===== src/rtl/bitstream_feeder_pkg.sv =====
// Shared definitions for the bitstream feeder: FSM encoding, header layout
// and the Decoder command codes.
package bitstream_feeder_pkg;

  localparam logic [1:0] STATE_IDLE    = 2'd0;
  localparam logic [1:0] STATE_HDR     = 2'd1;
  localparam logic [1:0] STATE_PAYLOAD = 2'd2;
  localparam logic [1:0] STATE_DONE    = 2'd3;

  typedef enum logic [1:0] {
    IDLE    = STATE_IDLE,
    HDR     = STATE_HDR,
    PAYLOAD = STATE_PAYLOAD,
    DONE    = STATE_DONE
  } feeder_state_t;

  localparam int HEADER_BYTES  = 5;
  localparam int COMMAND_BYTES = 2;
  localparam int LENGTH_BYTES  = 3;

  localparam logic [15:0] CMD_A010 = 16'hA010;
  localparam logic [15:0] CMD_A020 = 16'hA020;
  localparam logic [15:0] CMD_A030 = 16'hA030;
  localparam logic [15:0] CMD_A040 = 16'hA040;
  localparam logic [15:0] CMD_A050 = 16'hA050;
  localparam logic [15:0] CMD_A060 = 16'hA060;

endpackage


===== src/rtl/feeder_byte_fifo.sv =====
// Byte FIFO between the host link and the frame parser. Show-ahead read:
// dout always presents the head entry while the FIFO is not empty.
module feeder_byte_fifo #(
  parameter int FIFO_DEPTH      = 16,
  parameter int FIFO_ADDR_WIDTH = 4,
  parameter int BYTE_WIDTH      = 8
) (
  input  logic                  clk,
  input  logic                  rst,
  input  logic                  push,
  input  logic                  pop,
  input  logic [BYTE_WIDTH-1:0] din,
  output logic [BYTE_WIDTH-1:0] dout,
  output logic                  full,
  output logic                  empty
);

  logic [BYTE_WIDTH-1:0]    mem [FIFO_DEPTH];
  // Extra MSB on each pointer separates the full and empty cases.
  logic [FIFO_ADDR_WIDTH:0] wr_ptr;
  logic [FIFO_ADDR_WIDTH:0] rd_ptr;

  assign empty = (wr_ptr == rd_ptr);
  assign full  = (wr_ptr[FIFO_ADDR_WIDTH] != rd_ptr[FIFO_ADDR_WIDTH]) &&
                 (wr_ptr[FIFO_ADDR_WIDTH-1:0] == rd_ptr[FIFO_ADDR_WIDTH-1:0]);
  assign dout  = mem[rd_ptr[FIFO_ADDR_WIDTH-1:0]];

  // Pointer update; reset discards everything buffered.
  always_ff @(posedge clk) begin
    if (!rst) begin
      wr_ptr <= '0;
      rd_ptr <= '0;
    end else begin
      if (push && !full) wr_ptr <= wr_ptr + 1'b1;
      if (pop && !empty) rd_ptr <= rd_ptr + 1'b1;
    end
  end

  // Storage write; contents need no reset since the pointers gate visibility.
  always_ff @(posedge clk) begin
    if (push && !full) mem[wr_ptr[FIFO_ADDR_WIDTH-1:0]] <= din;
  end

endmodule


===== src/rtl/bitstream_feeder.sv =====
// Bitstream feeder: buffers host bytes, strips the 5-byte frame header
// (command, payload length) and serializes the payload MSB-first to the
// Decoder at up to one bit per cycle.
//
//   state   | meaning
//   IDLE    | waiting for the first header byte of a frame
//   HDR     | popping the 5 header bytes (command, then length)
//   PAYLOAD | loading payload bytes and shifting out bits
//   DONE    | frame complete, pulse stream_done
module bitstream_feeder #(
  parameter int FIFO_DEPTH      = 16,
  parameter int FIFO_ADDR_WIDTH = 4,
  parameter int BYTE_WIDTH      = 8,
  parameter int COMMAND_WIDTH   = 16,
  parameter int LENGTH_WIDTH    = 24
) (
  input  logic                     clk,
  input  logic                     rst,
  input  logic [BYTE_WIDTH-1:0]    s_data,
  input  logic                     s_valid,
  output logic                     s_ready,
  input  logic                     hold,
  output logic                     stream_bit,
  output logic                     is_new,
  output logic [COMMAND_WIDTH-1:0] command,
  output logic                     command_valid,
  output logic                     stream_done,
  output logic                     busy
);
  import bitstream_feeder_pkg::*;

  localparam int BCW = $clog2(BYTE_WIDTH);
  localparam logic [BCW-1:0] LAST_BIT = BCW'(BYTE_WIDTH - 1);

  feeder_state_t state;
  logic [2:0]    hdr_cnt;
  logic [COMMAND_WIDTH-1:0]           cmd_sh;
  logic [LENGTH_WIDTH-BYTE_WIDTH-1:0] len_sh;
  logic [LENGTH_WIDTH-1:0]            len_next;
  logic [LENGTH_WIDTH-1:0]            rem;
  logic [BYTE_WIDTH-1:0]              sr;
  logic                               sr_valid;
  logic [BCW-1:0]                     bit_cnt;
  logic                               last_bit;

  logic                  push;
  logic                  pop;
  logic [BYTE_WIDTH-1:0] fifo_dout;
  logic                  fifo_full;
  logic                  fifo_empty;

  assign s_ready  = !fifo_full;
  assign push     = s_valid && !fifo_full;
  assign busy     = (state != IDLE);
  assign last_bit = (bit_cnt == LAST_BIT);
  assign len_next = {len_sh, fifo_dout};

  feeder_byte_fifo #(
    .FIFO_DEPTH      (FIFO_DEPTH),
    .FIFO_ADDR_WIDTH (FIFO_ADDR_WIDTH),
    .BYTE_WIDTH      (BYTE_WIDTH)
  ) u_fifo (
    .clk   (clk),
    .rst   (rst),
    .push  (push),
    .pop   (pop),
    .din   (s_data),
    .dout  (fifo_dout),
    .full  (fifo_full),
    .empty (fifo_empty)
  );

  // Pop decision: one header byte per cycle, or a payload byte when the shift
  // register is empty or is emitting its last bit with more bytes still due.
  always_comb begin
    pop = 1'b0;
    case (state)
      HDR:     pop = !fifo_empty;
      PAYLOAD: begin
        if (!hold) begin
          if (sr_valid) pop = last_bit && (rem > LENGTH_WIDTH'(1)) && !fifo_empty;
          else          pop = !fifo_empty;
        end
      end
      default: pop = 1'b0;
    endcase
  end

  // Frame sequencing, header capture and payload serialization.
  always_ff @(posedge clk) begin
    if (!rst) begin
      state         <= IDLE;
      hdr_cnt       <= '0;
      cmd_sh        <= '0;
      len_sh        <= '0;
      rem           <= '0;
      sr            <= '0;
      sr_valid      <= 1'b0;
      bit_cnt       <= '0;
      stream_bit    <= 1'b0;
      is_new        <= 1'b0;
      command       <= '0;
      command_valid <= 1'b0;
      stream_done   <= 1'b0;
    end else begin
      is_new      <= 1'b0;
      stream_done <= 1'b0;
      case (state)
        IDLE: begin
          if (!fifo_empty) begin
            state         <= HDR;
            command_valid <= 1'b0;
            hdr_cnt       <= '0;
          end
        end
        HDR: begin
          if (!fifo_empty) begin
            if (hdr_cnt < 3'(COMMAND_BYTES))
              cmd_sh <= {cmd_sh[COMMAND_WIDTH-BYTE_WIDTH-1:0], fifo_dout};
            else
              len_sh <= len_next[LENGTH_WIDTH-BYTE_WIDTH-1:0];
            if (hdr_cnt == 3'(HEADER_BYTES - 1)) begin
              command       <= cmd_sh;
              command_valid <= 1'b1;
              rem           <= len_next;
              sr_valid      <= 1'b0;
              bit_cnt       <= '0;
              hdr_cnt       <= '0;
              state         <= (len_next == '0) ? DONE : PAYLOAD;
            end else begin
              hdr_cnt <= hdr_cnt + 1'b1;
            end
          end
        end
        PAYLOAD: begin
          if (!hold) begin
            if (sr_valid) begin
              stream_bit <= sr[BYTE_WIDTH-1];
              is_new     <= 1'b1;
              sr         <= sr << 1;
              bit_cnt    <= bit_cnt + 1'b1;
              if (last_bit) begin
                rem     <= rem - 1'b1;
                bit_cnt <= '0;
                if (rem == LENGTH_WIDTH'(1)) begin
                  state    <= DONE;
                  sr_valid <= 1'b0;
                end else if (pop) begin
                  // Back-to-back reload keeps the bit stream gap-free.
                  sr <= fifo_dout;
                end else begin
                  sr_valid <= 1'b0;
                end
              end
            end else if (pop) begin
              sr       <= fifo_dout;
              sr_valid <= 1'b1;
              bit_cnt  <= '0;
            end
          end
        end
        DONE: begin
          stream_done <= 1'b1;
          state       <= IDLE;
        end
        default: state <= IDLE;
      endcase
    end
  end

endmodule


===== config.mk =====
export PLATFORM = sky130hd
export DESIGN_NAME = bitstream_feeder
export DESIGN_NICKNAME = d
export VERILOG_FILES = /design/src/rtl/bitstream_feeder_pkg.sv /design/src/rtl/feeder_byte_fifo.sv /design/src/rtl/bitstream_feeder.sv
export SDC_FILE = /design/constraint.sdc
export NUM_CORES = 1
export LEC_CHECK = 0
export CORE_UTILIZATION = 55
export CTS_CLUSTER_DIAMETER = 120
export DETAILED_ROUTE_END_ITERATION = 10
export GPL_ROUTABILITY_DRIVEN = 1
export PLACE_DENSITY = 0.72
export SLEW_MARGIN = 15
export SYNTH_ARGS = -nofsm -noshare
export SYNTH_HDL_FRONTEND = slang
export SYNTH_HIERARCHICAL = 1
export SYNTH_SLANG_ARGS = --single-unit

===== constraint.sdc =====
create_clock -name clk -period 2.27 [get_ports clk]
set_input_delay 0.3405 -clock clk [delete_from_list [all_inputs] [get_ports clk]]
set_output_delay 0.3405 -clock clk [all_outputs]
set_load 0.05 [all_outputs]

# --- Yosys cells after proc, flatten, opt, wreduce, memory -nomap -nowiden ---
# Memories as Yosys holds them, arrays and structs flattened. A register that Yosys moved wholly into a read port is not among the register bits.
# Cells that the tools add are included.
totals:
  mem_bits_rw: 128
  reg_bits: 103
  word_cells: 123
  mem_count: 1
  output_inout_bits: 22
  in_bits: 12
memory_table:
  columns: ["name", "depth", "word_bits", "read_ports", "rd_ports_with_merged_regs", "write_ports", "line_no", "rtl"]
  rows:
  - ["u_fifo.mem", 16, 8, 1, 1, 1, "feeder_byte_fifo.sv:18", "logic [BYTE_WIDTH-1:0] mem [FIFO_DEPTH];"]
classes:
  n_addsub: 5
  mux: 52
  n_eq_ne: 17
  order_cmp: 2
  bitwise_logic: 5
  n_reduce_logical: 26
ops:
  columns: ["cell", "count"]
  rows:
  - ["$mux W24", 5]
  - ["$pmux W24 S2", 1]
  - ["$mux W8", 5]
  - ["$mux W3", 9]
  - ["$eq A24 B1 Y1 const B", 1]
  - ["$gt A24 B1 Y1 const B", 1]
  - ["$logic_not A24 Y1", 1]
  - ["$sub A24 B1 Y24 const B", 1]
  - ["$reduce_and A3 Y1", 6]
  - ["$mux W1", 17]
  - ["$mux W2", 7]
  - ["$ne A2 B2 Y1 const B", 7]
  - ["$pmux W3 S2", 2]
  - ["$add A5 B1 Y5 const B", 2]
  - ["$mux W4", 2]
  - ["$pmux W2 S4", 1]
  - ["$reduce_and A4 Y1", 2]
  - ["$reduce_bool A2 Y1", 4]
  - ["$reduce_and A7 Y1", 1]
  - ["$add A3 B1 Y3 const B", 2]
  - ["$eq A3 B3 Y1 const B", 2]
  - ["$logic_and A1 B1 Y1", 6]
  - ["$pmux W1 S2", 3]
  - ["$reduce_and A6 Y1", 1]
  - ["other kinds (12)", 18]

# --- Logic depth before layout (Yosys ltp) ---
depth:
  word_depth: 12
  mapped_depth: 12

# --- Modules after synthesis ---
# The synthesis kept the hierarchy.
modules_own_cells:
  columns: ["mod", "seq_area_each_um2", "cells_per_inst", "instances", "area_each_um2"]
  rows:
  - ["feeder_byte_fifo", 4124.0, 286, 1, 5816.8]
  - ["bitstream_feeder", 1861.8, 575, 1, 4465.5]

# --- Least setup slack after synthesis ---
# Ideal clock, no wire load.
synth_path:
  path_kind: "register -> register"
  startpoint: "register with a tool-made name"
  endpoint: "register state[0]"
  n_path_buf: 2
  period_less_slack_ps: 2461
  arrival_time_ps: 2401
  t_required_ps: 2210
  path_slack_ps: -191
  path_stages_with_launch: 10
  path_cell_list: "dfxtp_1 > buf_6 > buf_8 > mux4_1 > mux4_2 > nor4_1 > nand4_1 > o21ai_0 > a2111o_1 > o2111a_1"
synth_rtl:
  columns: ["item", "line_no", "rtl"]
  rows:
  - ["end signal: assignment", "bitstream_feeder.sv:129", "state <= (len_next == '0) ? DONE : PAYLOAD;"]
  - ["end: declaration", "bitstream_feeder.sv:35", "feeder_state_t state;"]

==> results.rst <==
.. list-table::
   :header-rows: 1

   * - Metric
     - Value
   * - Starting density of the core
     - 56.7%
   * - Count of mapped cells out of synthesis
     - 861
   * - TritonCTS clock tree
     - built
   * - Flip-flop cell with the highest count after synthesis
     - sky130_fd_sc_hd__edfxtp_1
   * - Transition time at the pin with the least slew margin
     - 548 ps
   * - Height of the chip
     - 139 µm
   * - Routed vias/inst
     - 6.23
   * - Worst clock skew on the final layout
     - 26.3 ps
   * - FFs w/ async S/R, synth
     - 0%
   * - Num CTS Buffers
     - 24
   * - Cell row count
     - 49
   * - Global-route wire length before repair
     - 39400 µm
   * - Number of remaining DRC errors
     - 1
   * - Power per unit of standard cell area
     - 913 nW/µm²
   * - Gr ovfl total
     - 0
   * - Switching power
     - 3.50 mW
   * - Int Pwr
     - 7.83 mW
   * - Mean instance size in the synthesized netlist
     - 11.9 µm²
   * - Compound-cell area share of the yosys netlist
     - 11.7%
   * - Relative contribution of combinational cells to total power
     - 26.5%
   * - Number of enable flip-flop cells after synthesis
     - 128
   * - Post-detailed-route count of antenna-violating nets
     - 0
   * - Level count of the clock H-tree
     - 1
   * - Post-synth design cell area
     - 10300 µm²
   * - Vias
     - 7566
   * - Max transition margin
     - 63.3%
   * - Area of all placed cells without fillers
     - 12400 µm²
   * - Number of antenna cells inserted
     - 0
   * - XOR/XNOR Fraction of Synth Area
     - 0.511%
   * - Result of the run
     - finished, violations left
   * - Initial DRT Pass Iterations
     - 11
   * - Leading cell type in the layout, fill and taps excluded
     - sky130_fd_sc_hd__nand2_1
   * - Minimum setup slack in the final design
     - -314 ps
   * - Core Footprint
     - 18100 µm²
   * - Proportion of total power due to net switching
     - 30.9%
   * - Total global-route track usage
     - 26.2%
   * - Mux cell area share after synthesis
     - 10.5%
   * - Initial DRC Count
     - 842
   * - Number of buffers added on ports
     - 33
   * - Post-Syn Nets
     - 888
   * - Post-synthesis register bit count
     - 235
   * - Final worst path period share
     - 114%
   * - Hold buffers post-CTS
     - 0
   * - Setup repair after global routing missed its margin
     - true
   * - Tmin final
     - 2580 ps
   * - Pre-CTS WS
     - -317 ps
   * - Initial antenna violation count
     - 0
   * - Kind of launch point of the worst setup path
     - register
   * - Drt wl/cell
     - 20.9 µm
   * - Number of hold violations in the final report
     - 0
   * - Maximum fanout along the worst path
     - 11
   * - Total setup violations reported at the end of the flow
     - 5
   * - Max Clk Rate
     - 387 MHz
   * - Library cell contributing the largest single delay on the critical path
     - sky130_fd_sc_hd__mux4_2
   * - Clock Latency Late Sink
     - 530 ps
   * - Failing checks
     - design-rule violations, negative setup slack
   * - Type of the most critical hold path
     - register to register
   * - Routability congestion estimate from global placement
     - 0.889
   * - Ordered list of cells on the worst path
     - buf_12, mux4_2, mux4_2, nor4_2, nand4_1, o21ai_2, a2111o_1, o2111a_1
   * - Class of the most critical setup path
     - register to register
   * - Fraction of final layout cells sized beyond drive strength 1
     - 21.8%
   * - Clock-pin slew on the worst setup and hold paths
     - 60 ps
   * - Register share of total power
     - 42.4%
   * - Crit end category
     - register
   * - YS warnings
     - 6
   * - Count of pins over their slew limit
     - 0
   * - Post-synthesis sequential area ratio
     - 58.2%
   * - Peak supply drop
     - 0.657 mV
   * - HPWL reported at the end of detailed placement
     - 16500 µm
   * - Peak per-stage delay on the critical path
     - 540 ps
   * - Max-cap check violation count
     - 0
   * - Post-layout utilization of the core
     - 68.4%
   * - Post-placement cell area
     - 11400 µm²
   * - Largest net degree at the start of global routing
     - 49
   * - Overall die area
     - 19200 µm²
   * - Detailed Route WL
     - 25400 µm
   * - Die W
     - 139 µm
   * - Number of top-level design ports
     - 34
   * - Leak Pwr
     - 4.28 nW
   * - Synth-to-Final Area Change
     - 20.7%
   * - Clk root buf
     - sky130_fd_sc_hd__clkbuf_16
   * - Power share of the clock group
     - 31.2%
   * - Most used cell, CP
     - sky130_fd_sc_hd__mux4_2
   * - Main combinational cell family by area after synthesis
     - simple AND/OR/NAND/NOR gates
   * - Synth Area in Simple Gates
     - 14.2%
   * - Arithmetic-cell share of the synthesized area counting full adders, half adders and majority gates
     - 1.83%
   * - Worst path arrival time
     - 3030 ps
   * - Final-stage net count
     - 995
   * - Buffer depth of the longest clock path
     - 3
   * - Number of clock sinks
     - 235
   * - Vias in the first global route
     - 7144
   * - Commonest cells after routing, fill and taps aside
     - sky130_fd_sc_hd__nand2_1 (132), sky130_fd_sc_hd__edfxtp_1 (128), sky130_fd_sc_hd__dfxtp_1 (101), sky130_fd_sc_hd__a21oi_1 (77), sky130_fd_sc_hd__buf_4 (75)
   * - Number of distinct library cells after synthesis
     - 70
   * - Required time worst endpoint
     - 2720 ps
-- logic make-up (layout without fill, tap and decap cells) --
logic type,after synthesis,after routing
AO/OA/AOI/OAI,196,196
XOR/XNOR,6,6
adder cells (fa/ha/maj),15,15
buffers and inverters,69,193
flip-flops,235,235
multiplexers,49,49
AND/OR/NAND/NOR,291,291
-- path summary, 6_finish.rpt --
kind,start,to,slack [ps],depth (start not counted)
max,register,state[0],-310,8
max reg2reg,register,state[0],-310,8
min reg2reg,cmd_sh[10],command[10],450,2
min,cmd_sh[10],command[10],450,2
-- area by class of cell --
| cell class | count | area (µm²) |
|---|---|---|
| Clock buffer | 30 | 623 |
| Clock inverter | 13 | 77.6 |
| Fill cell | 1260 | 5740 |
| Inverter | 20 | 75.1 |
| Multi-Input combinational cell | 557 | 4090 |
| Sequential cell | 235 | 6000 |
| Tap cell | 229 | 287 |
| Timing Repair Buffer | 130 | 1270 |
-- registers in the layout (all words and copies together), names as in the netlist, named ones only --
name / count
sr_valid: 1
stream_done: 1
command: 16
len_sh: 16
u_fifo/mem: 128
is_new: 1
rem: 24
cmd_sh: 16
u_fifo/wr_ptr: 5
sr: 8
state: 2
stream_bit: 1
bit_cnt: 3
hdr_cnt: 3
command_valid: 1
u_fifo/rd_ptr: 5
-- routing by layer --
metal	wire length [µm]	vias up	track usage, %
met5	0	-	0
met4	749	0	8.65
met3	1790	70	3.35
met2	12600	337	44.8
met1	10300	3698	34.8
li1	-	3461	-
-- Yosys cell counts (11+ instances only) --
cell / number / area (µm²)
sky130_fd_sc_hd__o21ai_1: 11 / 55.1
sky130_fd_sc_hd__mux4_1: 24 / 631
sky130_fd_sc_hd__nor2_1: 40 / 150
sky130_fd_sc_hd__nand2_1: 133 / 499
sky130_fd_sc_hd__a21oi_1: 78 / 390
sky130_fd_sc_hd__edfxtp_1: 128 / 3840
sky130_fd_sc_hd__nor2b_1: 12 / 75.1
sky130_fd_sc_hd__nor4_1: 12 / 75.1
sky130_fd_sc_hd__clkbuf_1: 31 / 116
sky130_fd_sc_hd__o21ai_0: 32 / 160
sky130_fd_sc_hd__nor3_1: 11 / 55.1
sky130_fd_sc_hd__and3_1: 16 / 100
sky130_fd_sc_hd__ha_1: 15 / 188
sky130_fd_sc_hd__mux4_2: 16 / 360
sky130_fd_sc_hd__a31oi_1: 12 / 75.1
sky130_fd_sc_hd__dfxtp_1: 107 / 2140
sky130_fd_sc_hd__nand3_1: 22 / 110
sky130_fd_sc_hd__inv_1: 18 / 67.6
-- critical path, delay by kind of cell, from the launching register on --
family,cells,cell delay [ps]
AO/OA/AOI/OAI,3,440
buffers and inverters,1,170
flip-flops,1,400
multiplexers,2,1050
AND/OR/NAND/NOR,2,450
-- power by group through the flow --
| stage | logic, mW | registers, mW | clock network (mW) |
|---|---|---|---|
| 3_5_place_dp | 2.65 | 4.87 | 0 |
| 6_report | 3.00 | 4.80 | 3.53 |
| 3_3_place_gp | 2.59 | 4.86 | 0 |
| 5_1_grt | 3.21 | 4.82 | 3.74 |
| 4_1_cts | 2.71 | 4.78 | 3.59 |
| 2_1_floorplan | 1.69 | 4.84 | 0 |
-- per-stage QoR --
stage	std cells	power (mW)	hold WS, ps	TNS [ps]
after floorplan	861	6.53	432	-79.5
after CTS	1207	11.1	457	-499
after global placement	1162	7.45	442	-378
after global routing	1214	11.8	470	-1140
final	1214	11.3	455	-578
after detailed placement	1162	7.53	448	-1170
-- what timing repair did --
item / CTS / global route
endpoints found under the setup margin: 14 / 155
pin swaps: 6 / 12
gates cloned: 0 / 2
gates resized for setup: 18 / 45
setup buffers: 2 / 6
(Power assumes the default switching activity.)
